--- config.mk ---
export PLATFORM = sky130hd
export DESIGN_NAME = ps2_device_tx
export DESIGN_NICKNAME = d
export VERILOG_FILES = /design/src/rtl/ps2_device_tx.sv
export SDC_FILE = /design/constraint.sdc
export NUM_CORES = 1
export LEC_CHECK = 0
export ABC_CLOCK_PERIOD_IN_PS = 2560
export BUFFER_PORTS_ARGS = -buffer_cell sky130_fd_sc_hd__buf_2
export CORE_MARGIN = 4
export CORE_UTILIZATION = 40
export CTS_CLUSTER_SIZE = 8
export DETAILED_ROUTE_END_ITERATION = 10
export PLACE_DENSITY = 0.65
export SKIP_LAST_GASP = 1
export SLEW_MARGIN = 20
export SYNTH_ARGS = -nofsm -noshare
export SYNTH_HDL_FRONTEND = slang
export SYNTH_SLANG_ARGS = --single-unit
export TNS_END_PERCENT = 30
--- constraint.sdc ---
create_clock -name CLK -period 2.56 [get_ports CLK]
set_input_delay 0.128 -clock CLK [delete_from_list [all_inputs] [get_ports CLK]]
set_output_delay 0.128 -clock CLK [all_outputs]
set_load 0.05 [all_outputs]
--- src/rtl/ps2_device_tx.sv ---
// PS/2 device-side transmitter (keyboard emulation).
// Scan-code bytes enter through a valid/ready FIFO and are serialised as
// 11-bit PS/2 frames (start, 8 data LSB first, odd parity, stop) on
// generated PS2_CLK / PS2_DAT lines. Host inhibit aborts a frame in flight
// and the same byte is resent from its start bit after an idle gap.

module ps2_device_tx #(
  parameter int unsigned CLK_FREQ_HZ = 100000000,
  parameter int unsigned PS2_FREQ_HZ = 12500,
  parameter int unsigned FIFO_DEPTH  = 4,
  parameter int unsigned GAP_HALVES  = 4
) (
  input  logic                          CLK,
  input  logic                          RESET_N,
  input  logic [7:0]                    DIN,
  input  logic                          DIN_VALID,
  output logic                          DIN_READY,
  input  logic                          INHIBIT,
  output logic                          PS2_CLK,
  output logic                          PS2_DAT,
  output logic                          BUSY,
  output logic                          FRAME_DONE,
  output logic [$clog2(FIFO_DEPTH):0]   FIFO_COUNT
);

  // Half-period and gap lengths in system clock cycles.
  localparam int unsigned H       = CLK_FREQ_HZ / (2 * PS2_FREQ_HZ);
  localparam int unsigned G       = GAP_HALVES * H;
  localparam int unsigned CNT_TOP = (G > H) ? G : H;
  localparam int unsigned CW      = $clog2(CNT_TOP + 1);
  localparam int unsigned AW      = $clog2(FIFO_DEPTH);
  localparam int unsigned FCW     = AW + 1;

  // FSM state encodings.
  localparam logic [2:0] S_IDLE     = 3'd0;
  localparam logic [2:0] S_BIT_HIGH = 3'd1;
  localparam logic [2:0] S_BIT_LOW  = 3'd2;
  localparam logic [2:0] S_GAP      = 3'd3;
  localparam logic [2:0] S_ABORT    = 3'd4;

  // FSM / serialiser registers.
  logic [2:0]    r_state;
  logic [CW-1:0] r_cnt;
  logic [3:0]    r_bit_idx;
  logic [10:0]   r_frame;
  logic          r_ps2_clk;
  logic          r_ps2_dat;
  logic          r_frame_done;

  // FIFO registers.
  logic [7:0]    r_mem [FIFO_DEPTH];
  logic [AW-1:0] r_wr_ptr;
  logic [AW-1:0] r_rd_ptr;
  logic [AW:0]   r_count;

  // Derived control.
  logic          w_push;
  logic          w_pop;
  logic          w_empty;
  logic          w_full;
  logic [7:0]    w_head;
  logic [10:0]   w_head_frame;
  logic          w_start;
  logic          w_half_end;
  logic          w_gap_end;
  logic          w_last_bit;
  logic [3:0]    w_next_idx;

  assign w_empty      = (r_count == '0);
  assign w_full       = (r_count == FCW'(FIFO_DEPTH));
  assign w_push       = DIN_VALID && !w_full;
  assign w_head       = r_mem[r_rd_ptr];
  // Frame bit order on the wire is frame[0] first: start, D0..D7, parity, stop.
  assign w_head_frame = {1'b1, ~^w_head, w_head, 1'b0};
  assign w_start      = !w_empty && !INHIBIT;
  assign w_half_end   = (r_cnt == CW'(H - 1));
  assign w_gap_end    = (r_cnt == CW'(G - 1));
  assign w_last_bit   = (r_bit_idx == 4'd10);
  assign w_next_idx   = r_bit_idx + 4'd1;
  // The head byte is released only once its stop bit has fully completed.
  assign w_pop        = (r_state == S_BIT_LOW) && w_last_bit && w_half_end;

  assign DIN_READY  = !w_full;
  assign PS2_CLK    = r_ps2_clk;
  assign PS2_DAT    = r_ps2_dat;
  assign FRAME_DONE = r_frame_done;
  assign FIFO_COUNT = r_count;
  assign BUSY       = (r_state != S_IDLE) || !w_empty;

  // FIFO storage write; contents need no reset since pointers/count do.
  always_ff @(posedge CLK) begin
    if (w_push) begin
      r_mem[r_wr_ptr] <= DIN;
    end
  end

  // FIFO pointers and occupancy; pointers wrap naturally (depth is 2^AW).
  always_ff @(posedge CLK or negedge RESET_N) begin
    if (!RESET_N) begin
      r_wr_ptr <= '0;
      r_rd_ptr <= '0;
      r_count  <= '0;
    end else begin
      if (w_push) begin
        r_wr_ptr <= r_wr_ptr + 1'b1;
      end
      if (w_pop) begin
        r_rd_ptr <= r_rd_ptr + 1'b1;
      end
      case ({w_push, w_pop})
        2'b10:   r_count <= r_count + 1'b1;
        2'b01:   r_count <= r_count - 1'b1;
        default: r_count <= r_count;
      endcase
    end
  end

  // Frame sequencer: drives registered PS/2 lines and the done pulse.
  always_ff @(posedge CLK or negedge RESET_N) begin
    if (!RESET_N) begin
      r_state      <= S_IDLE;
      r_cnt        <= '0;
      r_bit_idx    <= '0;
      r_frame      <= '1;
      r_ps2_clk    <= 1'b1;
      r_ps2_dat    <= 1'b1;
      r_frame_done <= 1'b0;
    end else begin
      r_frame_done <= 1'b0;
      case (r_state)
        S_IDLE: begin
          r_ps2_clk <= 1'b1;
          r_ps2_dat <= 1'b1;
          if (w_start) begin
            r_state   <= S_BIT_HIGH;
            r_frame   <= w_head_frame;
            r_bit_idx <= '0;
            r_cnt     <= '0;
            r_ps2_dat <= w_head_frame[0];
          end
        end

        S_BIT_HIGH: begin
          if (INHIBIT) begin
            r_state   <= S_ABORT;
            r_cnt     <= '0;
            r_bit_idx <= '0;
            r_ps2_clk <= 1'b1;
            r_ps2_dat <= 1'b1;
          end else if (w_half_end) begin
            r_state   <= S_BIT_LOW;
            r_cnt     <= '0;
            r_ps2_clk <= 1'b0;
          end else begin
            r_cnt <= r_cnt + 1'b1;
          end
        end

        S_BIT_LOW: begin
          if (INHIBIT && !w_last_bit) begin
            r_state   <= S_ABORT;
            r_cnt     <= '0;
            r_bit_idx <= '0;
            r_ps2_clk <= 1'b1;
            r_ps2_dat <= 1'b1;
          end else if (w_half_end) begin
            r_cnt     <= '0;
            r_ps2_clk <= 1'b1;
            if (w_last_bit) begin
              r_state      <= S_GAP;
              r_ps2_dat    <= 1'b1;
              r_frame_done <= 1'b1;
            end else begin
              r_state   <= S_BIT_HIGH;
              r_bit_idx <= w_next_idx;
              r_ps2_dat <= r_frame[w_next_idx];
            end
          end else begin
            r_cnt <= r_cnt + 1'b1;
          end
        end

        // The next frame is launched straight from the final gap cycle so
        // the lines stay high for exactly G cycles between frames, instead
        // of G plus one IDLE cycle.
        S_GAP: begin
          r_ps2_clk <= 1'b1;
          r_ps2_dat <= 1'b1;
          if (w_gap_end) begin
            r_cnt <= '0;
            if (w_start) begin
              r_state   <= S_BIT_HIGH;
              r_frame   <= w_head_frame;
              r_bit_idx <= '0;
              r_ps2_dat <= w_head_frame[0];
            end else begin
              r_state <= S_IDLE;
            end
          end else begin
            r_cnt <= r_cnt + 1'b1;
          end
        end

        S_ABORT: begin
          r_ps2_clk <= 1'b1;
          r_ps2_dat <= 1'b1;
          r_cnt     <= '0;
          r_bit_idx <= '0;
          if (!INHIBIT) begin
            r_state <= S_GAP;
          end
        end

        default: begin
          r_state   <= S_IDLE;
          r_cnt     <= '0;
          r_bit_idx <= '0;
          r_ps2_clk <= 1'b1;
          r_ps2_dat <= 1'b1;
        end
      endcase
    end
  end

endmodule

# Yosys cells after proc, flatten, opt, wreduce, memory -nomap -nowiden
# Memories as Yosys holds them, arrays and structs flattened.
# Cells that the tools add are included.
# Widths: inputs -> output; s select.
[word_totals] ram_bits=32 regBits=42 mem_count=1 word_cells=103
[op_classes] reduce_logical=21 n_mux=47 n_eq_ne=17 addsub=6 order_cmp=1
[memory_table] memory="r_mem" depth=4 width=8 read_ports=1 rd_clocked_by_memory_dff=0 wr=1 line="51" text="logic [7:0] r_mem [FIFO_DEPTH];"
[op_table] op="$mux 14" n=5
[op_table] op="$pmux 14 s4" n=1
[op_table] op="$mux 4" n=6
[op_table] op="$mux 11" n=2
[op_table] op="$pmux 11 s2" n=1
[op_table] op="$mux 3" n=7
[op_table] op="$mux 1" n=18
[op_table] op="$pmux 4 s4" n=1
[op_table] op="$pmux 3 s5" n=1
[op_table] op="$add 14x1->14 const B" n=1
[op_table] op="$eq 14x12->1 const B" n=1
[op_table] op="$eq 14x14->1 const B" n=1
[op_table] op="$ne 2x2->1 const B" n=4
[op_table] op="$reduce_xnor 8->1" n=1
[op_table] op="$eq 3x2->1 const B" n=2
[op_table] op="$eq 3x3->1 const B" n=2
[op_table] op="$logic_not 3->1" n=2
[op_table] op="$ne 3x2->1 const B" n=2
[op_table] op="$pmux 3 s2" n=1
[op_table] op="$reduce_and 2->1" n=3
[op_table] op="$logic_and 1x1->1" n=5
[op_table] op="$lt 4x5->1 const B" n=1
[op_table] op="$reduce_and 5->1" n=1
[op_table] op="$add 2x1->2 const B" n=2
[op_table] op="17 further kinds" n=21

# Logic depth before layout (Yosys ltp)
[depth] word_depth=7 mapped_depth=12

# Worst setup path after synthesis
# Ideal clock, no wire load.
[synth_path] path_kind="reg-to-reg" start="register r_count[2] (netlist: FIFO_COUNT[2])" end="register r_count[2] (netlist: FIFO_COUNT[2])" n_path_buf=0 path_stages_with_launch=10 arrival_ns=2.656 slack_ns=-0.178 setup_ns=0.082 required_ns=2.478 path_cell_list="dfrtp_1 -> nand3_1 -> and2_1 -> inv_1 -> ha_1 -> inv_1 -> fa_1 -> xor2_1 -> nor2_1 -> xor2_1"
[synth_between] elab_chain_len=5 word_cells_on_any_way=9 classes_between="2 x add/sub; 3 x eq/ne; 1 x mux; 3 x reduce/logical"
[synth_lines] item="start: declaration" line="54" text="logic [AW:0] r_count;"
[synth_lines] item="start signal: assignment" line="111" text="2'b10: r_count <= r_count + 1'b1;"
[synth_lines] item="start signal: assignment" line="112" text="2'b01: r_count <= r_count - 1'b1;"
[synth_lines] item="start signal: assignment" line="113" text="default: r_count <= r_count;"
[synth_lines] item="$eq 3x3->1 *" line="70" text="assign w_full = (r_count == FCW'(FIFO_DEPTH));"
[synth_lines] item="$logic_not 1->1 *"
[synth_lines] item="named net DIN_READY" line="17" text="output logic DIN_READY,"
[synth_lines] item="$logic_and 1x1->1 *" line="71" text="assign w_push = DIN_VALID && !w_full;"
[synth_lines] item="$eq 2x1->1 / $eq 2x2->1 (equally long branches)" line="110" text="case ({w_push, w_pop})"
[synth_lines] item="$pmux 3 s2 / $reduce_bool 2->1 (equally long branches)"
# Mark *: on every way through the listed nets, which the timed path passes. The rest lies on a longest branch.
# A chain may end at the register's enable or synchronous reset.

# Worst setup path after layout
[layout_path] start="register r_cnt[0]" end="register r_count[2] (netlist: FIFO_COUNT[2])"
[layout_between] elab_chain_len=4 word_cells_on_any_way=6 classes_between="3 x eq/ne; 1 x mux; 2 x reduce/logical"
[layout_lines] item="start: declaration" line="43" text="logic [CW-1:0] r_cnt;"
[layout_lines] item="start signal: assignment" line="155" text="r_cnt <= r_cnt + 1'b1;"
[layout_lines] item="start signal: assignment" line="179" text="r_cnt <= r_cnt + 1'b1;"
[layout_lines] item="start signal: assignment" line="200" text="r_cnt <= r_cnt + 1'b1;"
[layout_lines] item="$eq 14x12->1 *" line="76" text="assign w_half_end = (r_cnt == CW'(H - 1));"
[layout_lines] item="$logic_and 1x1->1 *" line="81" text="assign w_pop = (r_state == S_BIT_LOW) && w_last_bit && w_half_end;"
[layout_lines] item="named net w_pop" line="58" text="logic w_pop;"
[layout_lines] item="$eq 2x1->1 / $eq 2x2->1 (equally long branches)" line="110"
[layout_lines] item="$pmux 3 s2 / $reduce_bool 2->1 (equally long branches)"
# Marks and branches as above.

==> results.sh <==
export IMPL_synth_area_top_cells="sky130_fd_sc_hd__edfxtp_1 27%, sky130_fd_sc_hd__dfrtp_1 20%, sky130_fd_sc_hd__dfstp_2 8.8%, sky130_fd_sc_hd__mux4_2 5.0%, sky130_fd_sc_hd__xnor2_1 3.2%"
export IMPL_setup_viol=0
export IMPL_fp_dieH_um=103
export IMPL_post_synth_top_area_cell="sky130_fd_sc_hd__edfxtp_1"
export IMPL_grt_pass1_wl_um=11200
export IMPL_critPathCaptureType="flop"
export IMPL_ys_types=57
export IMPL_sequential_share_of_the_synthesized_area_pct=55.7
export IMPL_minimum_hold_slack_ps=208
export IMPL_startpoint="r_cnt[0]"
export IMPL_gp_congestion=0.847
export IMPL_avgSynthCellArea_sq_um=12.6
export IMPL_cts_buffers_inserted=9
export IMPL_min_path_type="in -> reg"
export IMPL_num_nets_final=347
export IMPL_grt_setup_unrepaired="false"
export IMPL_maximum_number_of_pins_on_one_net_before_global_route_repair=42
export IMPL_timing_final_crit_period_ps=2390
export IMPL_grt_pass1_vias=2266
export IMPL_crit_reg2reg_launch="r_cnt[0]"
export IMPL_status="finished clean"
export IMPL_area_delta_synth_final_pct=16.1
export IMPL_cts_root_to_sink_buffers=2
export IMPL_fmax_mhz=419
export IMPL_route_detailed_vias_per_inst=5.31
export IMPL_yosys_most_used_dff="sky130_fd_sc_hd__edfxtp_1"
export IMPL_p_per_area_mw_per_mm2=983
export IMPL_report_final_slew_viol_count=0
export IMPL_final_wirelength_um=6620
export IMPL_fp_row_count=34
export IMPL_hold_violation_total_from_the_final_report=0
export IMPL_totalNegativeSetupSlack_ps=0
export IMPL_antenna_violating_nets_post_route=0
export IMPL_multiInputGateArea_sq_mm=0.00149
export IMPL_synthesis_nets=305
export IMPL_place_port_buffers=19
export IMPL_antenna_found_initial=0
export IMPL_clkSlewWorstSetupHoldPaths_ps=90
export IMPL_die_area_sq_mm=0.0106
export IMPL_vdd_ir_drop_worst_mv=0.558
export IMPL_grt_usage_pct=13.9
export IMPL_core_region_area_sq_mm=0.00872
export IMPL_hold_start="DIN_VALID"
export IMPL_layout_drive_gt1_share_pct=24.2
export IMPL_clock_latency_reported_for_the_late_side_of_the_worst_skew_pair_ps=350
export IMPL_avgRoutedWirePerCell_um=15.1
export IMPL_drv_cap=0
export IMPL_mappedNetlistArea_sq_mm=0.00359
export IMPL_floorplan_die_width_um=103
export IMPL_yosys_area_top_type_share_pct=26.8
export IMPL_max_slew_worst_pin_slew_ps=921
export IMPL_cts_root_buf="sky130_fd_sc_hd__clkbuf_8"
export IMPL_critical_path_class="reg -> reg"
export IMPL_cp_data_required_time_ps=2830
export IMPL_hpwlAfterDp_um=4620
export IMPL_drt_first_iter_violations=112
export IMPL_synth_enable_flop_cells=32
export IMPL_initial_utilization_pct=41.2
export IMPL_ff_latch_area_sq_mm=0.00200
export IMPL_synth_seq_cells=73
export IMPL_dr_pass1_iters=5
export IMPL_postPlaceCellArea_sq_mm=0.00383
export IMPL_design_area_sq_mm=0.00417
export IMPL_slew_headroom_pct=38.6
export IMPL_antennaDiodeCount=0
export IMPL_post_synth_arst_share_pct=56.2
export IMPL_p_leak_nw=1.62
export IMPL_crit_fanout=5
export IMPL_critPathArrivalTime_ps=2660
export IMPL_syn_instance_count=284
export IMPL_tritoncts="built"
export IMPL_synth_yosys_warnings=0
export IMPL_timing_critical_path_from_type="flop"
export IMPL_via_count=2331
export IMPL_final_fill_count=766
export IMPL_drcViolationCount=0
export IMPL_synth_most_common_cell="sky130_fd_sc_hd__edfxtp_1"
export IMPL_clock_tree_htree_level_count=3
export IMPL_clkSinkCount=73
export IMPL_final_setup_skew_ps=8.58
export IMPL_finalCoreUtilization_pct=47.8
export IMPL_ys_top_cells_by_count="32 x sky130_fd_sc_hd__edfxtp_1, 29 x sky130_fd_sc_hd__dfrtp_1, 20 x sky130_fd_sc_hd__nor2_1, 19 x sky130_fd_sc_hd__nand2_1"
export IMPL_ioPinCount=20
export IMPL_grt_ovfl_total=0
export IMPL_period_share_pct=93.2
cell families after synthesis:
group	Yosys count	share of synthesized area, %
muxes	20	9.58
DFF	73	55.7
and+or+nand+nor	87	13.5
buffers and inverters	23	3.13
xor gates and xnor gates	24	5.85
adders and majority gates	9	3.34
AOI/OAI and AO/OA	48	8.88
path summary, 6_finish.rpt:
path,end,slack (ps),cells past startpoint
hold / removal,r_wr_ptr[0],210,3
setup / recovery,FIFO_COUNT[2],170,10
max in group asynchronous,r_bit_idx[0],1520,2
setup reg to reg,FIFO_COUNT[2],170,10
min in group asynchronous,r_cnt[3],450,2
hold reg to reg,r_frame[9],470,2
placed cells by master, fill, tap and decap left out, drive strengths merged, types with 2 or more instances in the layout:
cell type / count
edfxtp: 32
buf: 32
dfrtp: 29
nor2: 20
nand2: 19
inv: 16
o21ai: 14
xnor2: 13
dfstp: 12
a21oi: 11
xor2: 11
nand4: 10
mux4: 10
clkbuf: 9
dlygate4sd3: 9
mux2: 9
ha: 8
nor3: 8
and3: 6
nand3: 5
a21o: 4
nor4: 4
a21boi: 4
or3: 3
clkinv: 3
and4: 2
and2: 2
o31ai: 2
o2bb2ai: 2
nand2b: 2
nor2b: 2
critical path: stages, from the launching register on:
cell                      delay [ps]
sky130_fd_sc_hd__dfrtp_1         420
sky130_fd_sc_hd__ha_1            220
sky130_fd_sc_hd__and4_1          240
sky130_fd_sc_hd__nand4_1         210
sky130_fd_sc_hd__nor2_4          190
sky130_fd_sc_hd__ha_1            200
sky130_fd_sc_hd__inv_1            60
sky130_fd_sc_hd__fa_1            370
sky130_fd_sc_hd__xor2_1          150
sky130_fd_sc_hd__nor2_1          110
sky130_fd_sc_hd__xor2_1          150
area by class of cell:
cell class,count,area share (%)
tap,108,3.24
multi-input combinational,188,35.7
inverter,13,1.17
sequential,73,48.0
timing repair buffer,41,6.78
clock inverter,7,2.10
clock buffer,9,2.97
per-stage QoR:
stage | total power, mW | setup WS [ps] | cells
final | 4.10 | 174 | 439
after global placement | 3.15 | 161 | 410
after detailed placement | 3.18 | 115 | 410
after CTS | 4.15 | 89.0 | 435
after global routing | 4.38 | 11.2 | 439
after floorplan | 2.83 | 55.2 | 284
report_power, final:
part           total, mW  internal (mW)  switching (mW)
Combinational       1.44          0.560           0.878
Clock              0.949          0.472           0.477
Sequential          1.71           1.56           0.148
timing repair:
item                                    in CTS  in global routing
resized for setup                            0                  2
endpoints found under the setup margin       0                  1
buffers inserted                             0                  4
hold buffers                                 9                  0
endpoints found under the hold margin       61                  0
per-layer routing:
layer,GRT usage (%),wire (um)
met2,22.3,3210
met3,4.19,347
met1,18.1,3000
met5,0,0
met4,4.48,59
sequential cells by signal, indices dropped and copies added (netlist names):
signal      flops
r_mem          32
r_cnt          14
r_frame        10
r_bit_idx       4
FIFO_COUNT      3
r_state         3
r_rd_ptr        2
r_wr_ptr        2
FRAME_DONE      1
PS2_CLK         1
PS2_DAT         1
Power figures use the tool's default switching activity.
